### src/rtl/lab_gate_arbiter.sv
// Lab gate arbiter: round-robin between two card-reader gates, serialises commands to the occupancy unit.
// Optional EXIT_PRIORITY_EN: when both gates request, an exit (mode 00) beats a non-exit.
module lab_gate_arbiter #(
  parameter int DOOR_CYCLES = 4,
  parameter int TIMER_W     = 4
) (
  input  logic       CLK,
  input  logic       RST,
  input  logic       reqA,
  input  logic [4:0] codeA,
  input  logic       labA,
  input  logic [1:0] modeA,
  input  logic       reqB,
  input  logic [4:0] codeB,
  input  logic       labB,
  input  logic [1:0] modeB,
  output logic       ackA,
  output logic       ackB,
  output logic       resp_ok,
  output logic       resp_warn,
  output logic       occ_valid,
  output logic [4:0] occ_code,
  output logic       occ_lab,
  output logic [1:0] occ_mode,
  input  logic       occ_unlock,
  input  logic       occ_warn,
  output logic       doorMera,
  output logic       doorDigital,
  output logic       busy
);

  typedef enum logic [2:0] {IDLE, ISSUE, WAIT, RESP, DOOR} stateT;

  stateT              state;
  logic               rrPtr;       // 0: gate A wins a tie, 1: gate B wins
  logic               latB;
  logic [4:0]         latCode;
  logic               latLab;
  logic [1:0]         latMode;
  logic [TIMER_W-1:0] timer;

  logic       pickB;
  logic       useRr;
  logic [4:0] selCode;
  logic       selLab;
  logic [1:0] selMode;

  // NOTE: every comb output gets a default first so no path leaves it unassigned (no latch).
  always_comb begin
    pickB = 1'b0;
    useRr = 1'b0;
    if (reqA && reqB) begin
`ifdef EXIT_PRIORITY_EN
      if (modeA == 2'b00 && modeB != 2'b00) begin
        pickB = 1'b0;
      end else if (modeB == 2'b00 && modeA != 2'b00) begin
        pickB = 1'b1;
      end else begin
        pickB = rrPtr;
        useRr = 1'b1;
      end
`else
      pickB = rrPtr;
      useRr = 1'b1;
`endif
    end else begin
      pickB = reqB;
    end
    selCode = pickB ? codeB : codeA;
    selLab  = pickB ? labB  : labA;
    selMode = pickB ? modeB : modeA;
  end

  assign busy = (state != IDLE);

  // NOTE: sequential state uses non-blocking assignments so every register sees pre-edge values.
  always_ff @(posedge CLK or posedge RST) begin
    if (RST) begin
      state       <= IDLE;
      rrPtr       <= 1'b0;
      latB        <= 1'b0;
      latCode     <= '0;
      latLab      <= 1'b0;
      latMode     <= '0;
      timer       <= '0;
      ackA        <= 1'b0;
      ackB        <= 1'b0;
      resp_ok     <= 1'b0;
      resp_warn   <= 1'b0;
      occ_valid   <= 1'b0;
      occ_code    <= '0;
      occ_lab     <= 1'b0;
      occ_mode    <= '0;
      doorMera    <= 1'b0;
      doorDigital <= 1'b0;
    end else begin
      case (state)
        IDLE: begin
          if (reqA || reqB) begin
            latB    <= pickB;
            latCode <= selCode;
            latLab  <= selLab;
            latMode <= selMode;
            if (useRr) rrPtr <= ~rrPtr;
            if (selMode[1]) begin
              // Idle mode: answer directly, occupancy unit is never consulted.
              ackA      <= ~pickB;
              ackB      <= pickB;
              resp_ok   <= 1'b0;
              resp_warn <= 1'b0;
              state     <= RESP;
            end else begin
              occ_valid <= 1'b1;
              occ_code  <= selCode;
              occ_lab   <= selLab;
              occ_mode  <= selMode;
              state     <= ISSUE;
            end
          end
        end
        ISSUE: begin
          occ_valid <= 1'b0;
          occ_code  <= '0;
          occ_lab   <= 1'b0;
          occ_mode  <= '0;
          state     <= WAIT;
        end
        WAIT: begin
          resp_ok   <= occ_unlock;
          resp_warn <= occ_warn;
          ackA      <= ~latB;
          ackB      <= latB;
          state     <= RESP;
        end
        RESP: begin
          ackA      <= 1'b0;
          ackB      <= 1'b0;
          resp_ok   <= 1'b0;
          resp_warn <= 1'b0;
          if (resp_ok) begin
            timer       <= TIMER_W'(DOOR_CYCLES);
            doorMera    <= latLab;
            doorDigital <= ~latLab;
            state       <= DOOR;
          end else begin
            state <= IDLE;
          end
        end
        DOOR: begin
          timer <= timer - 1'b1;
          if (timer == TIMER_W'(1)) begin
            doorMera    <= 1'b0;
            doorDigital <= 1'b0;
            state       <= IDLE;
          end
        end
        default: state <= IDLE;
      endcase
    end
  end

endmodule

### config.mk
export PLATFORM = sky130hd
export DESIGN_NAME = lab_gate_arbiter
export DESIGN_NICKNAME = d
export VERILOG_FILES = /design/src/rtl/lab_gate_arbiter.sv
export SDC_FILE = /design/constraint.sdc
export NUM_CORES = 1
export LEC_CHECK = 0
export ABC_AREA = 1
export BUFFER_PORTS_ARGS = -buffer_cell sky130_fd_sc_hd__buf_2
export CAP_MARGIN = 20
export CORE_ASPECT_RATIO = 0.6
export CORE_MARGIN = 4
export CORE_UTILIZATION = 29
export DETAILED_ROUTE_END_ITERATION = 6
export SLEW_MARGIN = 20
export SYNTH_ARGS = -nofsm -noshare
export SYNTH_HDL_FRONTEND = slang
export SYNTH_SLANG_ARGS = --single-unit
### constraint.sdc
create_clock -name CLK -period 1.35 [get_ports CLK]
set_input_delay 0 -clock CLK [delete_from_list [all_inputs] [get_ports CLK]]
set_output_delay 0 -clock CLK [all_outputs]
set_load 0.1 [all_outputs]
==> flow_summary.toml, run 1 <==
[worst_setup_path]
cp_max_fo = 5
cp-start-kind = "flop"
cp-end-kind = "flop"
rr_worst_depth = 7
path_class = "flop to flop"
required_ps = 1510
arrival_ps = 1460

[floorplanning]
num_rows = 18
die_y_um = 59.2
dieArea_um2 = 5520
core_area_um2 = 4170
initial_core_util_pct = 30.4
io_pins = 38
dieWidth_um = 93.3

[yosys]
synthTopCellsByArea = "dfrtp_1 47%, nand2_1 21%, nand3_1 5.5%"
yosysWarnings = 0
ys_async_sr_fraction_pct = 100
synth_area_leader_cell = "dfrtp_1"
synth_fp_nets = 189
synth_top_area_share_pct = 47.4
synth-seq-area-share_pct = 47.4
synthFlopType = "dfrtp_1"
syn_area_per_cell_um2 = 7.67
yosys.cell_types.count = 23
ys_ff_latch = 24
syn_inst = 165
synth_edf_count = 0
synth.cell_area_um2 = 1270

[clocking]
clock_sinks = 24
cts_max_path_buffers = 2
clock-root-buffer = "clkbuf_8"
clk_pin_slew_worst_paths_ps = 90
cts_made_buffers = 3
insertion_delay_ps = 270
cts_tree = "done"
htree_num_levels = 1

[route]
via_per_inst = 4.20
drt_iter0_markers = 48
drc = 0
first_pass_iters = 4
vias = 1152
wirelength_um = 3030
wl_per_cell_um = 11.1
ant_nets = 0

[sta]
fin_crit_ps = 1300
fin_crit_sh_pct = 96.3
rsz0062_at_grt = "yes"
setup_viol = 0
fmax_mhz = 769
finalHoldViolCount = 0
setup_slack_ps = 49.8
relSlewSlack_pct = 63.6
slew_violations = 0
tightestPinTransition_ps = 544
fin_skew_ps = 6.99

[power]
fin_total_pwr_mw = 4.69
internal_power_mw = 2.05
power_frac_clock_pct = 10.6
p_sw_share_pct = 56.3
seq_power_share_pct = 25.8
power_density_nw_per_um2 = 2750
power.net_switching_mw = 2.64
leakage_nw = 0.968
vdd_drop_max_v = 0.00160
comb_power_share_pct = 63.7

[final_layout]
antenna_cells = 0
fin_nets = 239
design_area_um2 = 1700
drive_gt1_share_pct = 30.4
multi_input_area_um2 = 591
ff_latch_area_um2 = 603
fill_cells = 434
finalNonFillerCells = 274
syn_to_final_growth_pct = 34.5
fin_util_pct = 40.9

[outcome]
status = "finished, final reports clean"

[placement]
port-buffer-count = 36
hpwl_um = 2270
postPlaceCellArea_um2 = 1530
gp_congestion = 0.797
dp.cells = 261
place_ws_ps = 52.4

[flow_run]
drv_cap = 0

[global_route]
grt_max_degree = 25
grt_first_pass_wirelength_um = 4880
grtUsageTotal_pct = 11.2
overflow = 0
grt_pass1_vias = 1041
antenna_found_initial = 0

[worst_hold_path]
hold_path_class = "primary input to flop"
min_path_cells = 3
## routing by layer
layer	GRT usage [%]	wire, µm
met1	17.5	1670
met4	2.51	14
met5	0	0
met2	14.5	1150
met3	3.81	198
## worst paths after layout
| check | start | to | slack [ps] |
|---|---|---|---|
| setup / recovery | state[2] | occ_code[3] | 50 |
| hold / removal | reqA | rrPtr | 30 |
| setup reg to reg | state[2] | occ_code[3] | 50 |
| hold reg to reg | timer[3] | timer[3] | 470 |
| max in group asynchronous | RST | resp_ok | 780 |
| min in group asynchronous | RST | state[1] | 320 |
## cells in the mapped netlist, types with 2 or more instances
cell type   n
ha_1        2
nand2_1    72
nand3_1    14
inv_2       3
o21ai_0     6
o22ai_1     3
a21oi_1     5
inv_1      16
buf_4       2
nor2_1      6
dfrtp_1    24
## layout by cell type (no fill, tap or decap), types with 3 or more instances in the layout
master | Yosys | layout
nor2_1 | 6 | 6
nand2_1 | 72 | 69
dlygate4sd3_1 | 0 | 3
o22ai_1 | 3 | 3
inv_2 | 3 | 3
inv_1 | 16 | 16
nand2_2 | 1 | 3
a21oi_1 | 5 | 5
buf_4 | 2 | 6
nand3_1 | 14 | 13
buf_2 | 0 | 35
clkbuf_8 | 0 | 4
dfrtp_1 | 24 | 22
o21ai_0 | 6 | 6
## stage by stage
| step | TNS (ps) | hold slack, ps |
|---|---|---|
| global placement | 0 | 61.4 |
| floorplan | 0 | 14.6 |
| detailed placement | 0 | 71.0 |
| CTS | 0 | 23.5 |
| global route | -113 | 41.9 |
| finish | 0 | 34.0 |
## worst max-delay path: stages (launching register included)
cell and delay [ps]:
dfrtp_1 430, inv_2 110, nand2_4 80, nor2_8 170, nand3_4 130, buf_6 160, nand3_1 60, nand2_1 50
## cells by family (layout without fill, tap and decap cells)
family,Yosys count,after routing,share of synthesized area [%]
flip-flops,24,24,47.4
AND/OR/NAND/NOR,99,100,35.2
adder cells (fa/ha/maj),2,2,1.98
XOR/XNOR,1,1,0.692
buffers and inverters,23,71,8.20
other,1,1,0.296
AO/OA/AOI/OAI,15,15,6.22
## state kept, by name, summed over array words and instances (netlist names)
register     cells
latB             1
doorMera         1
rrPtr            1
occ_valid        1
ackB             1
ackA             1
occ_lab          1
latLab           1
resp_warn        1
occ_code         5
occ_mode         1
resp_ok          1
doorDigital      1
state            3
timer            4
## timing repair
| item | in CTS | in global routing |
|---|---|---|
| resized for setup | 0 | 8 |
| hold buffers | 3 | 0 |
| endpoints found under the hold margin | 26 | 0 |
| setup endpoints to repair | 0 | 18 |
| setup buffers | 0 | 5 |
## power by group through the flow
| stage | combinational, mW | clock, mW | sequential [mW] |
|---|---|---|---|
| 4_1_cts | 2.75 | 0.510 | 1.22 |
| 6_report | 2.99 | 0.495 | 1.21 |
| 3_5_place_dp | 2.74 | 0 | 1.23 |
| 2_1_floorplan | 1.17 | 0 | 2.27 |
| 5_1_grt | 3.23 | 0.533 | 1.26 |
| 3_3_place_gp | 2.72 | 0 | 1.23 |
## layout make-up
cell class | instances | area share, %
repair buffers | 47 | 17.7
clock buffers | 4 | 3.23
multi-input cells | 119 | 34.7
well taps | 60 | 4.41
inverters | 20 | 4.56
flip-flops and latches | 24 | 35.4
No activity file was read; power rests on OpenSTA's default activity.
==> inputs of run 2 (changes only) <==
--- a/config.mk
+++ b/config.mk
@@ -12,6 +12,7 @@
 export CORE_MARGIN = 4
 export CORE_UTILIZATION = 29
 export DETAILED_ROUTE_END_ITERATION = 6
+export PLACE_DENSITY = 0.47
 export SLEW_MARGIN = 20
 export SYNTH_ARGS = -nofsm -noshare
 export SYNTH_HDL_FRONTEND = slang
==> flow_summary.toml, run 2 (same netlist as run 1, synthesis figures left out) <==
[placement]
port-buffer-count = 36
hpwl_um = 2340
postPlaceCellArea_um2 = 1560
gp_congestion = 0.868

[global_route]
grt_pass1_vias = 1046
antenna_found_initial = 0
grt_max_degree = 25
use_met2_pct = 15.7
grtUsageTotal_pct = 11.2
use_met1_pct = 16.1
grt-busiest-layer = "met1"
overflow = 0
grtUsageMet3_pct = 4.82
grt_first_pass_wirelength_um = 4780

[final_layout]
fin_nets = 239
fill_cells = 446
design_area_um2 = 1700
largest_reg_flops = 5
top_regs = "occ_code (5), timer (4), state (3)"
layout_commonest_cell = "nand2_1"
drive_gt1_share_pct = 29.9
largest-register = "occ_code"
antenna_cells = 0
syn_to_final_growth_pct = 33.9
fin_util_pct = 40.7
mostFrequentLayoutCells = "70 x nand2_1, 35 x buf_2, 22 x dfrtp_1"

[clocking]
insertion_delay_ps = 270
cts_max_path_buffers = 2
clk_pin_slew_worst_paths_ps = 90
clock_sinks = 24
clock-root-buffer = "clkbuf_8"
cts_made_buffers = 3
cts_tree = "done"
htree_num_levels = 1

[sta]
relSlewSlack_pct = 61.9
setup_viol = 0
tightestPinTransition_ps = 569
setup_tns_ps = 0
fin_skew_ps = 4.10
fin_crit_sh_pct = 94.9
finalHoldViolCount = 0
fmax_mhz = 781
rsz0062_at_grt = "yes"
slew_violations = 0
fin_crit_ps = 1280

[floorplanning]
num_rows = 18
initial_core_util_pct = 30.4
dieWidth_um = 93.3
core_area_um2 = 4170
io_pins = 38
die_y_um = 59.2
dieArea_um2 = 5520

[power]
fin_total_pwr_mw = 4.75
p_sw_share_pct = 55.2
power.net_switching_mw = 2.62
leakage_nw = 0.968
seq_power_share_pct = 25.3
power_density_nw_per_um2 = 2800
comb_power_share_pct = 61.3
internal_power_mw = 2.13
vdd_drop_max_v = 0.00122
power_frac_clock_pct = 13.4

[route]
drt_iter0_markers = 39
ant_nets = 0
wirelength_um = 3080
via_per_inst = 4.26
first_pass_iters = 4
vias = 1167
drc = 0
wl_per_cell_um = 11.2

[worst_setup_path]
path_class = "flop to output pin"
cp-end-kind = "output pin"
r2r_end = "occ_mode[0]"
endpoint = "busy"
r2r_setup_slack_ps = 70
reg2reg_from = "state[0]"
cp-start-kind = "flop"
required_ps = 1350
rr_worst_depth = 6
crit_start = "state[0]"
cp_max_fo = 6
arrival_ps = 1280

[flow_run]
drv_cap = 0

[worst_hold_path]
hold_path_class = "primary input to flop"

[outcome]
status = "finished, final reports clean"
-- run 2: stage by stage --
step                setup slack [ps]  cells  hold slack [ps]
finish                          69.3    274             33.6
global route                   -34.8    274             62.9
CTS                             29.5    271             22.7
detailed placement              43.0    264             71.1
global placement                85.3    264             64.2
floorplan                       24.7    165             14.6
-- run 2: final cells by class --
type                    count  area, µm²  share of cell area [%]
multi-input cells         119        581                    34.2
clock inverters             1       30.0                    1.77
inverters                  20       80.1                    4.72
clock buffers               3       41.3                    2.44
repair buffers             47        285                    16.8
well taps                  60       75.1                    4.43
flip-flops and latches     24        603                    35.6
-- run 2: what timing repair did --
item                                   in CTS  in global routing
gates resized for setup                     0                  6
buffers inserted                            0                  2
endpoints found under the hold margin      26                  0
hold buffers                                3                  0
setup endpoints to repair                   0                 14
-- run 2: how the worst min path moves through the flow --
| stage | slack [ps] | from | depth (start not counted) | end |
|---|---|---|---|---|
| global route | 60 | codeB[3] | 5 | occ_code[3] |
| detailed placement | 70 | RST | 3 | doorMera |
| finish | 30 | reqA | 3 | rrPtr |
| global placement | 60 | RST | 3 | doorMera |
| CTS | 20 | reqA | 3 | rrPtr |
| floorplan | 10 | RST | 1 | ackA |
-- run 2: layer usage --
metal	vias to the layer above	wire, µm
li1	617	-
met4	0	10
met5	-	0
met3	2	205
met2	28	1230
met1	520	1630
-- run 2: critical path, cell delays in order, from the launching register on --
cell and delay (ps):
dfrtp_2 450, buf_4 170, nor2_8 160, inv_6 60, buf_12 160
-- run 2: power by group through the flow --
stage | logic [mW] | registers (mW) | clock network, mW
floorplan | 1.17 | 2.27 | 0
global placement | 2.79 | 1.20 | 0
detailed placement | 2.81 | 1.21 | 0
CTS | 2.83 | 1.20 | 0.661
global route | 3.16 | 1.24 | 0.681
finish | 2.91 | 1.20 | 0.639
